File: src/rtl/timekeeper_pkg.sv
// -----------------------------------------------------------------------------
// timekeeper_pkg
// Shared declarations for the time-of-day engine:
//   - tk_state_e : ring/snooze/dismiss state machine encoding
//   - HR_MAX     : last valid hour value (23)
//   - MS_MAX     : last valid minute/second value (59)
//   - idx_w()    : width of an alarm-channel index, never less than 1 bit
// -----------------------------------------------------------------------------
package timekeeper_pkg;

    typedef enum logic [1:0] {
        IDLE     = 2'd0,
        RINGING  = 2'd1,
        SNOOZED  = 2'd2
    } tk_state_e;

    localparam logic [4:0] HR_MAX = 5'd23;
    localparam logic [5:0] MS_MAX = 6'd59;

    function automatic int idx_w(input int n);
        return (n <= 2) ? 1 : $clog2(n);
    endfunction

endpackage

File: src/rtl/tick_prescaler.sv
// -----------------------------------------------------------------------------
// tick_prescaler
// Divides the system clock down to a one-second tick.
//   clk   : system clock
//   rst_n : asynchronous reset, active low
//   en    : count enable; the count holds while low
//   clr   : synchronous clear to 0, overrides en
//   tick  : high for the single cycle in which the count sits at CLK_HZ-1
//           while enabled; the count wraps to 0 on the following edge
// -----------------------------------------------------------------------------
module tick_prescaler #(
    parameter int CLK_HZ = 10000
) (
    input  logic clk,
    input  logic rst_n,
    input  logic en,
    input  logic clr,
    output logic tick
);

    localparam int            CW   = (CLK_HZ <= 2) ? 1 : $clog2(CLK_HZ);
    localparam logic [CW-1:0] TERM = CW'(CLK_HZ - 1);

    logic [CW-1:0] r_cnt;

    assign tick = en && !clr && (r_cnt == TERM);

    always_ff @(posedge clk or negedge rst_n) begin
        if (!rst_n) begin
            r_cnt <= '0;
        end else if (clr) begin
            r_cnt <= '0;
        end else if (en) begin
            r_cnt <= tick ? '0 : r_cnt + 1'b1;
        end
    end

endmodule

File: src/rtl/timekeeper_core.sv
// -----------------------------------------------------------------------------
// timekeeper_core
// Binary hh:mm:ss counter with a direct-set interface, a bank of NUM_ALARMS
// hour/minute alarms and a ring / snooze / dismiss state machine.
//   clk, rst_n       : clock, asynchronous active-low reset
//   run              : count enable
//   set_en           : setting mode; freezes counting and clears the prescaler
//   set_field/set_inc: 0 hour+1, 1 minute+1, 2 seconds clear, 3 no-op
//   al_wr/al_idx/al_hr/al_min/al_en : alarm channel write port
//   dismiss, snooze  : user pulses for the ring state machine
//   hours/minutes/seconds : current time
//   sec_tick         : one-cycle pulse in the cycle before each count step
//   beep             : high while RINGING
//   ring_idx         : channel that caused the current ring
//   snoozing         : high while SNOOZED
//   wr_err           : one-cycle pulse the cycle after a rejected alarm write
// -----------------------------------------------------------------------------
module timekeeper_core
    import timekeeper_pkg::*;
#(
    parameter  int CLK_HZ     = 10000,
    parameter  int NUM_ALARMS = 4,
    parameter  int BEEP_SEC   = 30,
    parameter  int SNOOZE_MIN = 5,
    localparam int IDX_W      = idx_w(NUM_ALARMS)
) (
    input  logic             clk,
    input  logic             rst_n,
    input  logic             run,
    input  logic             set_en,
    input  logic [1:0]       set_field,
    input  logic             set_inc,
    input  logic             al_wr,
    input  logic [IDX_W-1:0] al_idx,
    input  logic [4:0]       al_hr,
    input  logic [5:0]       al_min,
    input  logic             al_en,
    input  logic             dismiss,
    input  logic             snooze,
    output logic [4:0]       hours,
    output logic [5:0]       minutes,
    output logic [5:0]       seconds,
    output logic             sec_tick,
    output logic             beep,
    output logic [IDX_W-1:0] ring_idx,
    output logic             snoozing,
    output logic             wr_err
);

    localparam logic [7:0]  BEEP_LD  = 8'(BEEP_SEC);
    localparam logic [5:0]  SNZ_LD   = 6'(SNOOZE_MIN);
    localparam logic [31:0] NUM_U    = 32'(NUM_ALARMS);

    // ------------------------------------------------------------------
    // Prescaler
    // ------------------------------------------------------------------
    logic w_tick;

    tick_prescaler #(
        .CLK_HZ (CLK_HZ)
    ) u_prescaler (
        .clk   (clk),
        .rst_n (rst_n),
        .en    (run && !set_en),
        .clr   (set_en),
        .tick  (w_tick)
    );

    assign sec_tick = w_tick;

    // ------------------------------------------------------------------
    // Time-of-day counter
    // ------------------------------------------------------------------
    logic [4:0] r_hr;
    logic [5:0] r_min;
    logic [5:0] r_sec;

    logic       w_sec_wrap;
    logic       w_min_wrap;
    logic [4:0] w_hr_nxt;
    logic [5:0] w_min_nxt;
    logic [5:0] w_sec_nxt;
    logic       w_rollover;

    assign w_sec_wrap = (r_sec == MS_MAX);
    assign w_min_wrap = (r_min == MS_MAX);
    assign w_sec_nxt  = w_sec_wrap ? 6'd0 : r_sec + 6'd1;
    assign w_min_nxt  = !w_sec_wrap ? r_min : (w_min_wrap ? 6'd0 : r_min + 6'd1);
    assign w_hr_nxt   = !(w_sec_wrap && w_min_wrap) ? r_hr :
                        ((r_hr == HR_MAX) ? 5'd0 : r_hr + 5'd1);

    // Counted transition into seconds == 0; the only moment alarms are compared
    // and the only event that ages the snooze counter.
    assign w_rollover = w_tick && w_sec_wrap;

    always_ff @(posedge clk or negedge rst_n) begin
        if (!rst_n) begin
            r_hr  <= '0;
            r_min <= '0;
            r_sec <= '0;
        end else if (w_tick) begin
            r_hr  <= w_hr_nxt;
            r_min <= w_min_nxt;
            r_sec <= w_sec_nxt;
        end else if (set_en && set_inc) begin
            // Setting adjusts one field in isolation; nothing carries.
            case (set_field)
                2'd0:    r_hr  <= (r_hr == HR_MAX) ? 5'd0 : r_hr + 5'd1;
                2'd1:    r_min <= (r_min == MS_MAX) ? 6'd0 : r_min + 6'd1;
                2'd2:    r_sec <= 6'd0;
                default: ;
            endcase
        end
    end

    assign hours   = r_hr;
    assign minutes = r_min;
    assign seconds = r_sec;

    // ------------------------------------------------------------------
    // Alarm bank
    // ------------------------------------------------------------------
    logic [4:0] r_al_hr  [NUM_ALARMS];
    logic [5:0] r_al_min [NUM_ALARMS];
    logic       r_al_en  [NUM_ALARMS];
    logic       r_wr_err;

    logic       w_wr_ok;

    assign w_wr_ok = (al_hr <= HR_MAX) && (al_min <= MS_MAX) && (32'(al_idx) < NUM_U);

    always_ff @(posedge clk or negedge rst_n) begin
        if (!rst_n) begin
            for (int i = 0; i < NUM_ALARMS; i++) begin
                r_al_hr[i]  <= '0;
                r_al_min[i] <= '0;
                r_al_en[i]  <= 1'b0;
            end
            r_wr_err <= 1'b0;
        end else begin
            r_wr_err <= al_wr && !w_wr_ok;
            for (int i = 0; i < NUM_ALARMS; i++) begin
                if (al_wr && w_wr_ok && (al_idx == IDX_W'(i))) begin
                    r_al_hr[i]  <= al_hr;
                    r_al_min[i] <= al_min;
                    r_al_en[i]  <= al_en;
                end
            end
        end
    end

    assign wr_err = r_wr_err;

    // Compare against the time about to be loaded. Scanning from the top
    // index down leaves the lowest hitting channel in w_hit_idx.
    logic             w_hit;
    logic [IDX_W-1:0] w_hit_idx;
    logic             w_hit_ev;

    always_comb begin
        w_hit     = 1'b0;
        w_hit_idx = '0;
        for (int i = NUM_ALARMS - 1; i >= 0; i--) begin
            if (r_al_en[i] && (r_al_hr[i] == w_hr_nxt) && (r_al_min[i] == w_min_nxt)) begin
                w_hit     = 1'b1;
                w_hit_idx = IDX_W'(i);
            end
        end
    end

    assign w_hit_ev = w_rollover && w_hit;

    // ------------------------------------------------------------------
    // Ring / snooze state machine
    // ------------------------------------------------------------------
    tk_state_e        r_state;
    tk_state_e        w_state_nxt;
    logic [7:0]       r_beep_cnt;
    logic [7:0]       w_beep_nxt;
    logic [5:0]       r_snz_cnt;
    logic [5:0]       w_snz_nxt;
    logic [IDX_W-1:0] r_ring_idx;
    logic [IDX_W-1:0] w_ring_idx_nxt;

    always_ff @(posedge clk or negedge rst_n) begin
        if (!rst_n) begin
            r_state    <= IDLE;
            r_beep_cnt <= '0;
            r_snz_cnt  <= '0;
            r_ring_idx <= '0;
        end else begin
            r_state    <= w_state_nxt;
            r_beep_cnt <= w_beep_nxt;
            r_snz_cnt  <= w_snz_nxt;
            r_ring_idx <= w_ring_idx_nxt;
        end
    end

    // Priority inside each state: new hit, then dismiss, then snooze, then
    // counter expiry.
    always_comb begin
        w_state_nxt    = r_state;
        w_beep_nxt     = r_beep_cnt;
        w_snz_nxt      = r_snz_cnt;
        w_ring_idx_nxt = r_ring_idx;
        case (r_state)
            IDLE: begin
                if (w_hit_ev) begin
                    w_state_nxt    = RINGING;
                    w_beep_nxt     = BEEP_LD;
                    w_ring_idx_nxt = w_hit_idx;
                end
            end
            RINGING: begin
                if (w_hit_ev) begin
                    w_beep_nxt     = BEEP_LD;
                    w_ring_idx_nxt = w_hit_idx;
                end else if (dismiss) begin
                    w_state_nxt = IDLE;
                end else if (snooze) begin
                    w_state_nxt = SNOOZED;
                    w_snz_nxt   = SNZ_LD;
                end else if (w_tick) begin
                    if (r_beep_cnt <= 8'd1) begin
                        w_state_nxt = IDLE;
                        w_beep_nxt  = 8'd0;
                    end else begin
                        w_beep_nxt  = r_beep_cnt - 8'd1;
                    end
                end
            end
            SNOOZED: begin
                if (w_hit_ev) begin
                    w_state_nxt    = RINGING;
                    w_beep_nxt     = BEEP_LD;
                    w_ring_idx_nxt = w_hit_idx;
                end else if (dismiss) begin
                    w_state_nxt = IDLE;
                end else if (w_rollover) begin
                    if (r_snz_cnt <= 6'd1) begin
                        w_state_nxt = RINGING;
                        w_beep_nxt  = BEEP_LD;
                        w_snz_nxt   = 6'd0;
                    end else begin
                        w_snz_nxt   = r_snz_cnt - 6'd1;
                    end
                end
            end
            default: begin
                w_state_nxt = IDLE;
            end
        endcase
    end

    assign beep     = (r_state == RINGING);
    assign snoozing = (r_state == SNOOZED);
    assign ring_idx = r_ring_idx;

endmodule

File: config.mk
export PLATFORM = sky130hd
export DESIGN_NAME = timekeeper_core
export DESIGN_NICKNAME = d
export VERILOG_FILES = /design/src/rtl/timekeeper_pkg.sv /design/src/rtl/tick_prescaler.sv /design/src/rtl/timekeeper_core.sv
export SDC_FILE = /design/constraint.sdc
export NUM_CORES = 1
export LEC_CHECK = 0
export ABC_AREA = 1
export BUFFER_PORTS_ARGS = -buffer_cell sky130_fd_sc_hd__clkbuf_2
export CAP_MARGIN = 20
export CORE_MARGIN = 2
export CORE_UTILIZATION = 40
export DETAILED_ROUTE_END_ITERATION = 8
export HOLD_SLACK_MARGIN = 0.1
export SLEW_MARGIN = 20
export SYNTH_ARGS = -nofsm -noshare
export SYNTH_HDL_FRONTEND = slang
export SYNTH_HIERARCHICAL = 1
export SYNTH_SLANG_ARGS = --single-unit
File: constraint.sdc
create_clock -name clk -period 5.8 [get_ports clk]
set_input_delay 0.87 -clock clk [delete_from_list [all_inputs] [get_ports clk]]
set_output_delay 0.87 -clock clk [all_outputs]
set_load 0.02 [all_outputs]
# --- Word level (Yosys, flattened, before mapping) ---
# Cells that the tools add are included.
classes:
  n_addsub: 6
  order_cmp: 4
  eq_ne: 36
  n_mux: 55
  n_reduce_logical: 42
ops:
  columns: ["operator", "count"]
  rows:
  - ["$mux W6", 16]
  - ["$mux W8", 10]
  - ["$mux W14", 3]
  - ["$mux W2", 14]
  - ["$mux W5", 5]
  - ["$eq A6 B6 Y1", 4]
  - ["$pmux W8 S3", 1]
  - ["$logic_and A1 B1 Y1", 22]
  - ["$eq A5 B5 Y1", 4]
  - ["$add A14 B1 Y14 const B", 1]
  - ["$eq A14 B14 Y1 const B", 1]
  - ["$add A6 B1 Y6 const B", 2]
  - ["$eq A6 B6 Y1 const B", 2]
  - ["$ne A2 B2 Y1 const B", 6]
  - ["$pmux W6 S2", 1]
  - ["$reduce_bool A2 Y1", 6]
  - ["$ne A3 B1 Y1 const B", 3]
  - ["$ne A3 B2 Y1 const B", 3]
  - ["$eq A2 B2 Y1 const B", 4]
  - ["$le A8 B1 Y1 const B", 1]
  - ["$ne A4 B2 Y1 const B", 2]
  - ["$ne A4 B3 Y1 const B", 2]
  - ["$reduce_and A2 Y1", 4]
  - ["$reduce_and A8 Y1", 1]
  - ["other kinds (17)", 25]
totals:
  regBits: 98
  output_inout_bits: 23

# --- Depth between registers and ports, before layout ---
logic_depth:
  depth_word: 13
  ltp_mapped: 23
  mapped_depth_nobuf: 21

# --- Modules after synthesis ---
# Netlist, hierarchy kept.
by_module_without_submodules:
  columns: ["module", "n_inst", "cells_each", "area_per_inst_um2", "seq_area_each_um2"]
  rows:
  - ["timekeeper_core", 1, 824, 5542.8, 2102.0]
  - ["tick_prescaler", 1, 124, 982.2, 350.3]

# --- Least setup slack after synthesis ---
# Ideal clock, no wire load.
synth_path:
  path_type: "input to register"
  start: "input port run"
  end: "register r_min[4], in the netlist minutes[4]"
  setup_ns: 0.120
  t_arrival_ns: 3.063
  path_slack_ns: 2.617
  cell_stages: 17
  path_buffers: 2
  cell_sequence: "inv_1 -> nor2_1 -> inv_1 -> nor2_8 -> nand2_2 -> nor2_2 -> nand2_4 -> inv_1 -> clkbuf_1 -> inv_1 -> nor2_1 -> inv_1 -> o41ai_1 -> clkbuf_1 -> nand2_1 -> o21ai_0 -> inv_1"
synth_via:
  elab_chain_len: 5
  elab_cells_between_ends: 7
  cone_classes: "mux: 1; reduce/logical: 6"
synth_lines:
  columns: ["element", "line_no", "rtl"]
  rows:
  - ["start, declared", "timekeeper_core.sv:29", "input logic run,"]
  - ["$logic_and A1 B1 Y1 *", "timekeeper_core.sv:64", ".en (run && !set_en),"]
  - ["$logic_and A1 B1 Y1 * (2 in a row)", "tick_prescaler.sv:26", "assign tick = en && !clr && (r_cnt == TERM);"]
  - ["net sec_tick", "timekeeper_core.sv:43", "output logic sec_tick,"]
  - ["$reduce_bool A2 Y1 (no source line)", null, null]
  - ["$reduce_and A2 Y1 (no source line)", null, null]
  - ["end signal, assigned", "timekeeper_core.sv:103", "r_min <= w_min_nxt;"]
  - ["end signal, assigned", "timekeeper_core.sv:109", "2'd1: r_min <= (r_min == MS_MAX) ? 6'd0 : r_min + 6'd1;"]
  - ["end, declared", "timekeeper_core.sv:75", "logic [5:0] r_min;"]
# The timed path passes the listed nets; every way through them passes the cells marked *.
# A chain may end at the register's enable or synchronous reset.

# --- Final worst setup path ---
layout_path:
  start: "input port set_en"
  end: "output port sec_tick"
layout_via:
  elab_chain_len: 4
layout_lines:
  columns: ["element", "line_no", "rtl"]
  rows:
  - ["start, declared", "timekeeper_core.sv:30", "input logic set_en,"]
  - ["$logic_not A1 Y1 *", "tick_prescaler.sv:26, timekeeper_core.sv:64", null]
  - ["$logic_and A1 B1 Y1", "timekeeper_core.sv:64", null]
  - ["$logic_and A1 B1 Y1 * (2 in a row)", "tick_prescaler.sv:26", null]
  - ["end, declared", "timekeeper_core.sv:43", null]
# Mark *: on every way between the ends. The rest lies on a longest branch, timed or not.

==> impl_metrics.tcl <==
set metrics [dict create \
    synthesis.area_um2 6525 \
    hold_buffers 0 \
    period_minus_slack_ns 3.172 \
    die_w_um 131.7 \
    vdd_ir_drop_max_uv 162.0 \
    fmax_mhz 315.2 \
    crit_path_end_kind "output pin" \
    dp.final_hpwl_um 12640 \
    tightest_slew_ns 0.9589 \
    clock-root-buffer "clkbuf_16" \
    required_ns 4.93 \
    critPathTopFamily "buffers and inverters" \
    status "completed" \
    rsz0062_at_grt "no" \
    p_leak_nw 3.672 \
    finalClockSkew_ns 0.008851 \
    fin_tns_setup_ns 0 \
    hold_path_class "flip-flop to flip-flop" \
    antenna_found_initial 0 \
    critical_path_class "primary input to output pin" \
    antenna_cells 0 \
    slowest_stage "inv_1" \
    yosysUniqueCellTypes 43 \
    fin_nets 1021 \
    drt-total-wl_um 16440 \
    drt_iter0_drc 334 \
    routed_via_density 4.879 \
    synth_area_leaders "dfrtp_1 (38%), nand2_1 (17%), nand3_1 (7.8%)" \
    finalHoldViolCount 0 \
    coreArea_um2 15940 \
    ys_seq_area_share_pct 37.58 \
    grt_max_degree 52 \
    relSlewSlack_pct 35.84 \
    yosysWarnings 6 \
    io_pins 47 \
    drive_gt1_share_pct 13.29 \
    clock_latency_ns 0.35 \
    syn-instance-count 948 \
    ctsResizeCount 0 \
    postCtsSetupBuffers 0 \
    port-buffer-count 46 \
    die_height_um 131.7 \
    period_share_pct 54.70 \
    synthXorXnorAreaFrac_pct 2.013 \
    cts_buffers 9 \
    numClockSinks 98 \
    path_buf_inv 4 \
    p_per_area_nw_per_um2 374.4 \
    synth_top_area_share_pct 37.58 \
    final_cell_mix "nand2_1 (303), inv_1 (126), nand3_1 (102)" \
    mostFrequentLayoutCell "nand2_1" \
    yosys.area.top_type "dfrtp_1" \
    path_clk_slew_ns 0.07 \
    cp.arrival_ns 2.30 \
    setup_violations 0 \
    wl_per_cell_um 13.60 \
    syn-num-nets 981 \
    synth_compound_area_share_pct 10.53 \
    rows 46 \
    synth_top_family_by_area "simple AND/OR/NAND/NOR gates" \
    grt_pass1_vias 5591 \
    grtUsageTotal_pct 20.18 \
    max_stage_delay_ns 0.30 \
    cap_violations 0 \
    holdWs_ns 0.4920 \
    start_util_pct 40.93 \
    syn_area_per_cell_um2 6.883 \
    synth_mux_area_share_pct 0 \
    grt_pass1_wl_um 28350 \
    drtAntennaViolNets 0 \
    syn2layout_area_growth_pct 10.80 \
    cts-htree-levels 3 \
    drtPass1Iterations 5 \
    place_congestion 0.9073 \
    synth_simple_gate_area_share_pct 39.04 \
    setup.worst_path.start_class "primary input" \
    maxSlewViolCount 0 \
    drc 0 \
    dieArea_um2 17350 \
    ys_ff_latch 98 \
    tritoncts "yes" \
    crit_path_max_fanout 11 \
    vias 5899 \
    worstPathCellList "clkbuf_2 -> nor2_1 -> inv_1 -> nor2_8 -> nand2_2 -> nor2_2 -> nand2_4 -> inv_1 -> clkbuf_2" \
    clock_path_buffers 2 \
    synthAdderAreaFrac_pct 1.726 \
    grt.overflow.total 0 \
]
[area by class of cell]
cell class	count	area, µm²
multi-input cells	701	3491
clock buffers	11	242.7
repair buffers	48	247.7
fillers	1723	8713
well taps	216	270.3
clock inverters	5	37.54
inverters	130	488.0
flip-flops and latches	98	2452
[state kept, by name, indices dropped and copies added, names as in the netlist, 5 cells and up]
| name | flops |
|---|---|
| r_al_min | 24 |
| r_al_hr | 20 |
| u_prescaler/r_cnt | 14 |
| r_beep_cnt | 8 |
| minutes | 6 |
| r_snz_cnt | 6 |
| seconds | 6 |
| hours | 5 |
[where the power goes]
group          leakage [nW]  switching, mW  internal, mW
clock                 0.132          0.272         0.305
sequential             1.25          0.181         0.827
combinational          2.29          0.740         0.382
total                  3.67           1.19          1.51
[stage by stage]
stage | instances | instance area, µm² | util, % | total power, mW | worst slack, ns
global placement | 1193 | 6949 | 43.59 | 2.135 | 2.423
global route | 1209 | 7229 | 45.35 | 2.961 | 2.167
finish | 1209 | 7229 | 45.35 | 2.707 | 2.628
CTS | 1209 | 7229 | 45.35 | 2.731 | 2.584
floorplan | 948 | 6525 | - | 1.836 | 2.617
detailed placement | 1193 | 6949 | 43.59 | 2.141 | 2.338
[synthesized netlist by cell type, drive strengths merged]
| cell type | n |
|---|---|
| ha | 9 |
| nand3b | 2 |
| buf | 9 |
| o21a | 1 |
| clkbuf | 10 |
| o211ai | 1 |
| o22ai | 5 |
| inv | 130 |
| o21ai | 85 |
| o21bai | 2 |
| or3b | 1 |
| a21boi | 1 |
| nand3 | 108 |
| nand2 | 326 |
| o41ai | 1 |
| a21oi | 14 |
| xnor2 | 4 |
| nor3 | 7 |
| o221ai | 5 |
| nand4 | 22 |
| nor2 | 88 |
| or2 | 7 |
| nor4 | 1 |
| xor2 | 11 |
| dfrtp | 98 |
[cells by family (layout without fill, tap and decap cells)]
| family | count (synthesis) | after routing |
|---|---|---|
| AO/OA/AOI/OAI | 115 | 115 |
| AND/OR/NAND/NOR | 562 | 562 |
| XOR/XNOR | 15 | 15 |
| adder cells (fa/ha/maj) | 9 | 9 |
| flip-flops | 98 | 98 |
| buffers and inverters | 149 | 194 |
[metal layers]
layer	share of wire [%]	track usage, %
met3	4.4	4.012
met5	0	0
met1	52	30.06
met4	1.3	5.495
met2	42	29.81
[final timing paths]
path | start | to | slack, ns | cells after the start
max | set_en | sec_tick | 2.63 | 9
min | r_al_en[0] | r_al_en[0] | 0.49 | 1
max reg2reg | minutes[0] | r_beep_cnt[7] | 2.65 | 16
min reg2reg | r_al_en[0] | r_al_en[0] | 0.49 | 1
max in group asynchronous | rst_n | r_al_min[17] | 4.16 | 2
min in group asynchronous | rst_n | r_snz_cnt[2] | 0.53 | 1
[worst register-to-register path, cell delays in order, from the launching register on]
cell	delay, ns
dfrtp_1	0.52
ha_1	0.34
nand3_1	0.15
nor2_4	0.21
nand3_1	0.23
nand2_2	0.20
nand2_1	0.06
nand2_1	0.08
nand3_1	0.08
nor2_1	0.13
nand3_1	0.19
nand2_2	0.17
o21ai_4	0.10
a21oi_4	0.28
nand3_4	0.16
nand2_1	0.09
nand2_1	0.05
No activity file was read; power rests on OpenSTA's default activity.
